### config.mk
export PLATFORM = sky130hd
export DESIGN_NAME = eq_gain_ctrl_flat
export DESIGN_NICKNAME = d
export VERILOG_FILES = /design/src/rtl/eq_gain_ctrl_if.sv /design/src/rtl/eq_gain_ctrl.sv /design/src/flat_wrapper.sv
export SDC_FILE = /design/constraint.sdc
export NUM_CORES = 1
export LEC_CHECK = 0
export BUFFER_PORTS_ARGS = -buffer_cell sky130_fd_sc_hd__buf_4
export CORE_MARGIN = 1
export CORE_UTILIZATION = 30
export CTS_BUF_LIST = sky130_fd_sc_hd__clkbuf_2 sky130_fd_sc_hd__clkbuf_4 sky130_fd_sc_hd__clkbuf_8
export DETAILED_ROUTE_END_ITERATION = 7
export GPL_TIMING_DRIVEN = 0
export PLACE_DENSITY = 0.41
export SYNTH_ARGS = -nofsm -noshare
export SYNTH_HDL_FRONTEND = slang
export SYNTH_SLANG_ARGS = --single-unit
### constraint.sdc
create_clock -name i_clk -period 9.9 [get_ports i_clk]
set_input_delay 1.485 -clock i_clk [delete_from_list [all_inputs] [get_ports i_clk]]
set_output_delay 1.485 -clock i_clk [all_outputs]
set_load 0.05 [all_outputs]
### src/rtl/eq_gain_ctrl_if.sv
`default_nettype none
// ---------------------------------------------------------------------------
// Module   : eq_gain_ctrl_if
// Function : valid/ready gain-update channel from the equaliser UI controller
//            to the DSP gain port. master = controller, slave = DSP.
// Revision : 1.0  initial release
// ---------------------------------------------------------------------------
interface eq_gain_ctrl_if #(
  parameter int BAND_W = 3,
  parameter int GAIN_W = 16
);
  logic              upd_valid;
  logic [BAND_W-1:0] upd_band;
  logic [GAIN_W-1:0] upd_gain;
  logic              upd_ready;

  modport master (
    output upd_valid,
    output upd_band,
    output upd_gain,
    input  upd_ready
  );

  modport slave (
    input  upd_valid,
    input  upd_band,
    input  upd_gain,
    output upd_ready
  );
endinterface
`default_nettype wire

### src/rtl/eq_gain_ctrl.sv
`default_nettype none
// ---------------------------------------------------------------------------
// Module   : eq_gain_ctrl
// Function : N-band equaliser user-interface controller. Sequences codec
//            initialisation, flushes all band gains to the DSP, and runs the
//            band-select / gain-set menu from debounced key pulses. Gain
//            changes leave over a single-outstanding valid/ready channel.
// Options  : EQ_LIVE_UPDATE_EN - every effective gain step is sent to the DSP
//            immediately and leaving SET_GAIN sends no commit.
// Revision : 1.0  initial release
// ---------------------------------------------------------------------------
module eq_gain_ctrl #(
  parameter int N_BAND   = 7,
  parameter int GAIN_W   = 16,
  parameter int GAIN_MAX = 12,
  parameter int GAIN_MIN = -11,
  parameter int BAND_W   = $clog2(N_BAND)
) (
  input  wire logic              i_clk,
  input  wire logic              i_rst_n,
  input  wire logic              i_init_done,
  input  wire logic              i_select,
  input  wire logic              i_back,
  input  wire logic              i_up,
  input  wire logic              i_down,
  output logic                   o_init_start,
  output logic [2:0]             o_state,
  output logic [BAND_W-1:0]      o_band,
  output logic [GAIN_W-1:0]      o_gain,
  eq_gain_ctrl_if.master         upd
);

  // Flush counter must be able to hold N_BAND ("all bands loaded").
  localparam int                        C_K_W      = $clog2(N_BAND + 1);
  localparam logic [C_K_W-1:0]          C_K_ALL    = C_K_W'(N_BAND);
  localparam logic [BAND_W-1:0]         C_BAND_TOP = BAND_W'(N_BAND - 1);
  localparam logic signed [GAIN_W-1:0]  C_GAIN_MAX = $signed(GAIN_W'(GAIN_MAX));
  localparam logic signed [GAIN_W-1:0]  C_GAIN_MIN = $signed(GAIN_W'(GAIN_MIN));

  typedef enum logic [2:0] {
    ST_INIT     = 3'd0,
    ST_FLUSH    = 3'd1,
    ST_IDLE     = 3'd2,
    ST_BAND_SEL = 3'd3,
    ST_SET_GAIN = 3'd4
  } state_t;

  state_t                     r_state;
  logic                       r_init_start;
  logic [BAND_W-1:0]          r_band;
  logic signed [GAIN_W-1:0]   r_gain [N_BAND];
  logic [GAIN_W-1:0]          r_gain_out;
  logic [C_K_W-1:0]           r_flush_k;
  logic                       r_upd_valid;
  logic [BAND_W-1:0]          r_upd_band;
  logic [GAIN_W-1:0]          r_upd_gain;

  state_t                     w_state_nxt;
  logic                       w_init_start_nxt;
  logic [BAND_W-1:0]          w_band_nxt;
  logic signed [GAIN_W-1:0]   w_gain_nxt [N_BAND];
  logic [C_K_W-1:0]           w_flush_k_nxt;
  logic                       w_accept;
  logic                       w_slot_free;
  logic                       w_load;
  logic [BAND_W-1:0]          w_load_band;
  logic [GAIN_W-1:0]          w_load_gain;
  logic signed [GAIN_W-1:0]   w_cur_gain;

  // A transfer happens on this edge; the slot is free if nothing is
  // outstanding or the outstanding update leaves on this edge.
  assign w_accept    = r_upd_valid & upd.upd_ready;
  assign w_slot_free = ~r_upd_valid | upd.upd_ready;
  assign w_cur_gain  = r_gain[r_band];

  // Next-state, menu actions and update-payload selection.
  always_comb begin
    w_state_nxt      = r_state;
    w_init_start_nxt = r_init_start;
    w_band_nxt       = r_band;
    w_gain_nxt       = r_gain;
    w_flush_k_nxt    = r_flush_k;
    w_load           = 1'b0;
    w_load_band      = '0;
    w_load_gain      = '0;

    unique case (r_state)
      ST_INIT: begin
        if (i_init_done) begin
          w_state_nxt      = ST_FLUSH;
          w_init_start_nxt = 1'b0;
          w_flush_k_nxt    = '0;
        end
      end

      ST_FLUSH: begin
        // Once every band is loaded, the outstanding update is the last flush
        // entry, so its acceptance finishes the flush.
        if (r_flush_k == C_K_ALL) begin
          if (w_accept) begin
            w_state_nxt = ST_IDLE;
          end
        end else if (w_slot_free) begin
          w_load        = 1'b1;
          w_load_band   = r_flush_k[BAND_W-1:0];
          w_load_gain   = r_gain[r_flush_k[BAND_W-1:0]];
          w_flush_k_nxt = r_flush_k + C_K_W'(1);
        end
      end

      ST_IDLE: begin
        if (i_select) begin
          w_state_nxt = ST_BAND_SEL;
          w_band_nxt  = '0;
        end else if (i_back) begin
          // Reset-all: zero every band and re-send the whole table.
          for (int i = 0; i < N_BAND; i++) begin
            w_gain_nxt[i] = '0;
          end
          w_state_nxt   = ST_FLUSH;
          w_flush_k_nxt = '0;
        end
      end

      ST_BAND_SEL: begin
        if (i_select) begin
          w_state_nxt = ST_SET_GAIN;
        end else if (i_back) begin
          w_state_nxt = ST_IDLE;
          w_band_nxt  = '0;
        end else if (i_up) begin
          if (r_band != C_BAND_TOP) begin
            w_band_nxt = r_band + BAND_W'(1);
          end
        end else if (i_down) begin
          if (r_band != '0) begin
            w_band_nxt = r_band - BAND_W'(1);
          end
        end
      end

      ST_SET_GAIN: begin
        if (i_select || i_back) begin
          // Leaving is held off while an earlier update still waits.
          if (w_slot_free) begin
            w_state_nxt = ST_BAND_SEL;
`ifndef EQ_LIVE_UPDATE_EN
            w_load      = 1'b1;
            w_load_band = r_band;
            w_load_gain = w_cur_gain;
`endif
          end
        end else if (i_up) begin
          if (w_cur_gain < C_GAIN_MAX) begin
`ifdef EQ_LIVE_UPDATE_EN
            if (w_slot_free) begin
              w_gain_nxt[r_band] = w_cur_gain + GAIN_W'(1);
              w_load             = 1'b1;
              w_load_band        = r_band;
              w_load_gain        = w_cur_gain + GAIN_W'(1);
            end
`else
            w_gain_nxt[r_band] = w_cur_gain + GAIN_W'(1);
`endif
          end
        end else if (i_down) begin
          if (w_cur_gain > C_GAIN_MIN) begin
`ifdef EQ_LIVE_UPDATE_EN
            if (w_slot_free) begin
              w_gain_nxt[r_band] = w_cur_gain - GAIN_W'(1);
              w_load             = 1'b1;
              w_load_band        = r_band;
              w_load_gain        = w_cur_gain - GAIN_W'(1);
            end
`else
            w_gain_nxt[r_band] = w_cur_gain - GAIN_W'(1);
`endif
          end
        end
      end

      default: begin
        w_state_nxt = ST_INIT;
      end
    endcase
  end

  // State, gain table, registered display outputs and update channel.
  always_ff @(posedge i_clk or negedge i_rst_n) begin
    if (!i_rst_n) begin
      r_state      <= ST_INIT;
      r_init_start <= 1'b1;
      r_band       <= '0;
      for (int i = 0; i < N_BAND; i++) begin
        r_gain[i] <= '0;
      end
      r_gain_out   <= '0;
      r_flush_k    <= '0;
      r_upd_valid  <= 1'b0;
      r_upd_band   <= '0;
      r_upd_gain   <= '0;
    end else begin
      r_state      <= w_state_nxt;
      r_init_start <= w_init_start_nxt;
      r_band       <= w_band_nxt;
      r_gain       <= w_gain_nxt;
      r_gain_out   <= w_gain_nxt[w_band_nxt];
      r_flush_k    <= w_flush_k_nxt;
      // A new payload may replace one accepted on the same edge.
      if (w_load) begin
        r_upd_valid <= 1'b1;
        r_upd_band  <= w_load_band;
        r_upd_gain  <= w_load_gain;
      end else if (w_accept) begin
        r_upd_valid <= 1'b0;
      end
    end
  end

  assign o_init_start  = r_init_start;
  assign o_state       = r_state;
  assign o_band        = r_band;
  assign o_gain        = r_gain_out;
  assign upd.upd_valid = r_upd_valid;
  assign upd.upd_band  = r_upd_band;
  assign upd.upd_gain  = r_upd_gain;

endmodule
`default_nettype wire

### src/flat_wrapper.sv
// flat-port wrapper written by rule: the top's interface ports become plain ports
module eq_gain_ctrl_flat 
#(
  parameter int N_BAND   = 7,
  parameter int GAIN_W   = 16,
  parameter int GAIN_MAX = 12,
  parameter int GAIN_MIN = -11,
  parameter int BAND_W   = $clog2(N_BAND)
)
  (i_clk, i_rst_n, i_init_done, i_select, i_back, i_up, i_down, o_init_start, o_state, o_band, o_gain, upd_upd_valid, upd_upd_band, upd_upd_gain, upd_upd_ready);
  eq_gain_ctrl_if #(.BAND_W(BAND_W), .GAIN_W(GAIN_W)) upd_i ();
  input  wire logic i_clk;
  input  wire logic i_rst_n;
  input  wire logic i_init_done;
  input  wire logic i_select;
  input  wire logic i_back;
  input  wire logic i_up;
  input  wire logic i_down;
  output logic o_init_start;
  output logic [2:0] o_state;
  output logic [BAND_W-1:0] o_band;
  output logic [GAIN_W-1:0] o_gain;
  output wire logic [$bits(upd_i.upd_valid)-1:0] upd_upd_valid;
  output wire logic [$bits(upd_i.upd_band)-1:0] upd_upd_band;
  output wire logic [$bits(upd_i.upd_gain)-1:0] upd_upd_gain;
  input wire logic [$bits(upd_i.upd_ready)-1:0] upd_upd_ready;
  assign upd_upd_valid = upd_i.upd_valid;
  assign upd_upd_band = upd_i.upd_band;
  assign upd_upd_gain = upd_i.upd_gain;
  assign upd_i.upd_ready = upd_upd_ready;
  eq_gain_ctrl #(.N_BAND(N_BAND), .GAIN_W(GAIN_W), .GAIN_MAX(GAIN_MAX), .GAIN_MIN(GAIN_MIN), .BAND_W(BAND_W)) u_core (.i_clk(i_clk), .i_rst_n(i_rst_n), .i_init_done(i_init_done), .i_select(i_select), .i_back(i_back), .i_up(i_up), .i_down(i_down), .o_init_start(o_init_start), .o_state(o_state), .o_band(o_band), .o_gain(o_gain), .upd(upd_i));
endmodule
# Word level (Yosys, flattened, before mapping)
# Cells that the tools add are included.
# W data, S select, Z words.
[op_classes]
add_sub_neg = 5
mul = 0
n_div = 0
magnitude_cmp = 6
n_eq_ne = 17
shifts = 0
muxes = 61
n_bitwise = 6
reduce_logical = 9
[op_table]
columns = ["op", "count"]
rows = [
  ["$mux W112", 7],
  ["$bwmux W112", 2],
  ["$pmux W112 S2", 1],
  ["$mux W16", 11],
  ["$bmux W16 S3", 3],
  ["$mux W3", 25],
  ["$demux W16 S3", 1],
  ["$pmux W16 S2", 1],
  ["$add A16 B2 Y16 const B", 1],
  ["$gt A16 B5 Y1 const B", 1],
  ["$lt A16 B5 Y1 const B", 1],
  ["$sub A16 B2 Y16 const B", 1],
  ["$pmux W3 S5", 1],
  ["$ge A4 B4 Y1 const B", 3],
  ["$not A3 Y4", 3],
  ["$pmux W3 S2", 2],
  ["$ne A2 B1 Y1 const B", 5],
  ["$ne A3 B3 Y1 const B", 3],
  ["$pmux W3 S3", 1],
  ["$ne A2 B2 Y1 const B", 4],
  ["$reduce_and A7 Y1", 1],
  ["$add A3 B1 Y3 const B", 2],
  ["$eq A3 B2 Y1 const B", 2],
  ["$eq A3 B3 Y1 const B", 2],
  ["other kinds (15)", 20],
]
[totals]
regBits = 158
latch_bits = 0
ramBits = 0
rom_bits = 0
input_bits = 8
out_inout_bits = 43
elab_cells = 119
memories = 0

# Longest topological paths before layout
[logic_depth]
depth_word = 14
depth_mapped = 19
depth_no_buf = 14

# Worst setup path after synthesis
# No wires, ideal clock.
[synth_path]
path_type = "flip-flop to flip-flop"
start = "register u_core.r_band[1] (netlist: u_core.o_band[1])"
end = "register u_core.r_gain_out[5] (netlist: u_core.o_gain[5])"
setup_ns = 0.126
t_arrival_ns = 4.571
required_time_ns = 9.774
setup_slack_ns = 5.203
stages_incl_launch_ff = 18
n_path_buf = 3
period_less_slack_ns = 4.697
cell_sequence = "dfrtp_1 -> buf_2 -> buf_2 -> mux2_2 -> a221oi_1 -> o22a_1 -> clkbuf_1 -> inv_1 -> ha_1 -> or3_1 -> o22ai_1 -> nand4_1 -> nand3_1 -> a41oi_1 -> a221o_1 -> a221o_1 -> a21oi_1 -> a211oi_1"
[synth_rtl]
columns = ["element", "line_no", "source"]
rows = [
  ["from (decl)", "eq_gain_ctrl.sv:50", "logic [BAND_W-1:0] r_band;"],
  ["from (signal assigned)", "eq_gain_ctrl.sv:205", "r_band <= w_band_nxt;"],
  ["to (signal assigned)", "eq_gain_ctrl.sv:207", "r_gain_out <= w_gain_nxt[w_band_nxt];"],
  ["to (decl)", "eq_gain_ctrl.sv:52", "logic [GAIN_W-1:0] r_gain_out;"],
]

# Worst setup path in the final report
[layout_path]
start = "register u_core.r_band[0] (netlist: u_core.o_band[0])"
end = "register u_core.r_gain_out[1] (netlist: u_core.o_gain[1])"
[layout_via]
elab_chain_len = 14
elab_cells_between_ends = 37
cone_classes = "add/sub: 4; order compare: 4; eq/ne: 1; mux: 24; bitwise: 2; reduce/logical: 2"
[layout_rtl]
columns = ["element", "line_no", "source"]
rows = [
  ["$not A3 Y4 (implied by the code)", "eq_gain_ctrl.sv:74, eq_gain_ctrl.sv:163, eq_gain_ctrl.sv:176", ""],
  ["$bmux W16 S3, or another cell as far along", "eq_gain_ctrl.sv:74", "assign w_cur_gain = r_gain[r_band];"],
  ["$mux W16 (implied by the code) or $logic_and A1 B1 Y1 (tied branches)", "eq_gain_ctrl.sv:74, eq_gain_ctrl.sv:163, eq_gain_ctrl.sv:176", ""],
  ["$mux W16 (on tied branches)", "eq_gain_ctrl.sv:74, eq_gain_ctrl.sv:163, eq_gain_ctrl.sv:176", ""],
  ["$sub A16 B2 Y16 or $demux W16 S3 (tied branches)", "eq_gain_ctrl.sv:176, eq_gain_ctrl.sv:163", ""],
  ["$bwmux W112", "eq_gain_ctrl.sv:176", "w_gain_nxt[r_band] = w_cur_gain - GAIN_W'(1);"],
  ["$mux W112", "eq_gain_ctrl.sv:167", "if (w_cur_gain > C_GAIN_MIN) begin"],
  ["$mux W112", "eq_gain_ctrl.sv:166", "end else if (i_down) begin"],
  ["$mux W112", "eq_gain_ctrl.sv:153", "end else if (i_up) begin"],
  ["$mux W112", "eq_gain_ctrl.sv:143", "if (i_select || i_back) begin"],
  ["$pmux W112 S2", "eq_gain_ctrl.sv:87", "unique case (r_state)"],
  ["$bmux W16 S3 (*)", "eq_gain_ctrl.sv:207", ""],
  ["$mux W16 (implied by the code) (*) (2 in series)", "eq_gain_ctrl.sv:207", ""],
]
# Mark *: on every way between the ends. The rest lies on a longest branch, timed or not. The select of a mux whose other input is x is not followed.
# A chain may end at the register's enable or synchronous reset.

==> out/qor.yml <==
floorplan:
  ios: 51
  die-width_um: 193
  initial_core_util_pct: 30.7
  die_area_um2: 37300
  chipHeight_um: 193
  num_rows: 69
  coreArea_um2: 35700
cells_and_area:
  area_growth_syn_to_layout_pct: 13.7
  post-route-util_pct: 34.9
  drive_gt1_share_pct: 13.6
  fin_nets: 1294
  fillers: 3743
yosys:
  synth_edf_count: 0
  synthFlopType: "dfrtp_1"
  synth_seq_area_share_pct: 36.1
  synthCells: 1202
  syn_area_per_cell_um2: 9.13
  yosys.cell_types.count: 83
  synthTopCellsByCount: "dfrtp_1 (157), nand2_1 (149), o21ai_0 (90), nor2_1 (79), mux2i_1 (74)"
  ys_ff_latch: 158
  synth_nets: 1219
  yosysTopAreaCell: "dfrtp_1"
  synthesis.area_um2: 11000
  yosysMostFrequentCell: "dfrtp_1"
  yosys_warnings: 0
  synthArstFlopShare_pct: 100
  synth_area_leaders: "dfrtp_1 (36%), mux2i_1 (6.8%), nand2_1 (5.1%)"
  synth_top_area_share_pct: 35.8
timing:
  fin_crit_ns: 7.66
  slew_violations: 10
  setup_viol: 0
  holdWs_ns: 0.458
  hold_viol: 0
  fin_skew_ns: 0.0182
  rsz0062_at_grt: "no"
  finalSetupTns_ns: 0
  max_slew.worst_pin.slew_ns: 1.61
  post-route-period-util_pct: 77.4
  max_freq_mhz: 131
  relSlewSlack_pct: -7.48
power:
  p_int_mw: 1.60
  p_per_area_nw_per_um2: 311
  comb_power_share_pct: 65.1
  peakVddDrop_mv: 0.124
  p_seq_share_pct: 21.0
  clkPwrFrac_pct: 13.9
  netSwitchingPower_mw: 2.28
  finalPower_mw: 3.88
  swShare_pct: 58.7
  p_leak_nw: 4.97
setup_path:
  cp_max_fo: 10
  worstPathRequired_ns: 10.32
  critPathBufInv: 5
  endpoint_kind: "register"
  critical_path.max_stage_delay_ns: 1.14
  crit_type: "register to register"
  critPathSlowestCell: "a41oi_1"
  crit_chain: "buf_2, buf_2, clkbuf_1, o22a_1, clkbuf_1, ha_1, or3_1, o22ai_1, nand4_1, nand3_1, a41oi_1, clkbuf_1, nand2_1, a32oi_1, a221oi_1, a21oi_1"
  critical-path-top-delay-family: "buffers and inverters"
  worstPathArrival_ns: 8.08
  start_kind: "register"
  crit_top_cell: "clkbuf_1"
run_status:
  outcome: "finished with violations"
  violations: "design-rule violations, max-capacitance violations, max-slew violations"
route:
  drt_wl_total_mm: 64.3
  drc: 7
  wire_per_inst_um: 36.7
  first_pass_iters: 8
  first_iter_violations: 1783
  vias: 11700
  drt.antenna.violating_nets: 0
  viasPerCell: 6.70
cts:
  clock-sinks: 158
  clkTransAtPathRegs_ns: 0.09
  tritoncts: "built"
  cts_buffer_depth: 2
  cts-hold-fix-buffers: 0
  cts_resized: 0
  htree_num_levels: 4
  cts_setup_buffers: 0
  clkLatencyLatePin_ns: 0.53
  cts_buffers: 17
  clockRootBuffer: "clkbuf_8"
grt:
  track_usage_pct: 34.4
  overflow: 0
  grt_antenna_before_repair: 2
  grt_pass1_wl_mm: 90.2
  grt_pass1_vias: 11300
  grt_max_degree: 86
min_path:
  hold_class: "register to register"
place:
  place.port_buffers: 50
  dp.final_hpwl_mm: 47.2
  gp_congestion: 1.01
job:
  max_cap_viol_count: 1
==> placed cells by master, fill, tap and decap left out, drive strengths merged, types with 18 or more instances in the layout <==
cell type	n
o221ai	19
a22o	29
nand3	25
a21oi	48
o2bb2ai	18
inv	26
mux2i	74
o21ai	98
clkbuf	77
a22oi	33
o211ai	19
nand2	149
buf	86
nor3	21
nor2	80
dfrtp	157
mux4	19
==> area by class of cell <==
cell class              instances  area (um^2)  share of cell area [%]
diodes                          1         2.50                  0.0201
plain buffers                  86          372                    2.98
clock buffers                  21          283                    2.27
clock inverters                11          131                    1.05
inverters                      26         97.6                   0.783
multi-input cells             932         6580                    52.8
flip-flops and latches        158         3960                    31.7
well taps                     461          577                    4.63
repair buffers                 56          470                    3.77
==> registers in the layout, indices dropped and copies added (netlist names) <==
register / flops
u_core.o_gain: 16
u_core.o_init_start: 1
u_core.upd.upd_valid: 1
u_core.o_band: 3
u_core.upd.upd_band: 3
u_core.o_state: 3
u_core.r_gain: 112
u_core.r_flush_k: 3
u_core.upd.upd_gain: 16
==> through the flow <==
step | setup slack, ns | cells | instance area [um^2]
6_report | 2.24 | 1752 | 12500
3_5_place_dp | 2.69 | 1719 | 12000
3_3_place_gp | 2.50 | 1713 | 11900
5_1_grt | 2.26 | 1751 | 12500
4_1_cts | 2.67 | 1751 | 12500
2_1_floorplan | 5.20 | 1202 | 11000
==> routing by layer <==
| layer | up-vias | track usage [%] | part of all wire (%) |
|---|---|---|---|
| li1 | 4821 | - | - |
| met1 | 5981 | 48.0 | 44 |
| met2 | 782 | 49.3 | 41 |
| met4 | 0 | 16.3 | 4.8 |
| met5 | - | 0 | 0 |
| met3 | 158 | 8.93 | 10 |
==> logic make-up (layout without fill, tap and decap cells) <==
family | after synthesis | after routing | share of synthesized area (%)
AO/OA/AOI/OAI | 439 | 439 | 29.7
XOR/XNOR | 24 | 24 | 1.92
adder cells (fa/ha/maj) | 9 | 9 | 1.03
buffers and inverters | 112 | 200 | 4.28
flip-flops | 158 | 158 | 36.1
multiplexers | 102 | 102 | 11.6
other | 0 | 1 | 0
AND/OR/NAND/NOR | 358 | 358 | 15.4
==> final timing paths <==
check | from | end | slack (ns) | cells after the start
max | u_core.o_band[0] | u_core.o_gain[1] | 2.24 | 16
min in group asynchronous | i_rst_n | u_core.upd.upd_valid | 0.90 | 1
max reg2reg | u_core.o_band[0] | u_core.o_gain[1] | 2.24 | 16
min | u_core.o_init_start | u_core.o_init_start | 0.46 | 1
min reg2reg | u_core.o_init_start | u_core.o_init_start | 0.46 | 1
max in group asynchronous | i_rst_n | u_core.r_gain[107] | 8.09 | 2
==> power groups by stage <==
stage	Clock, mW	Combinational (mW)	Sequential (mW)
2_1_floorplan	0	1.22	0.963
3_3_place_gp	0	2.43	0.822
3_5_place_dp	0	2.42	0.822
4_1_cts	0.550	2.43	0.811
5_1_grt	0.575	2.58	0.824
6_report	0.540	2.53	0.814
No activity file was read; power rests on OpenSTA's default activity.
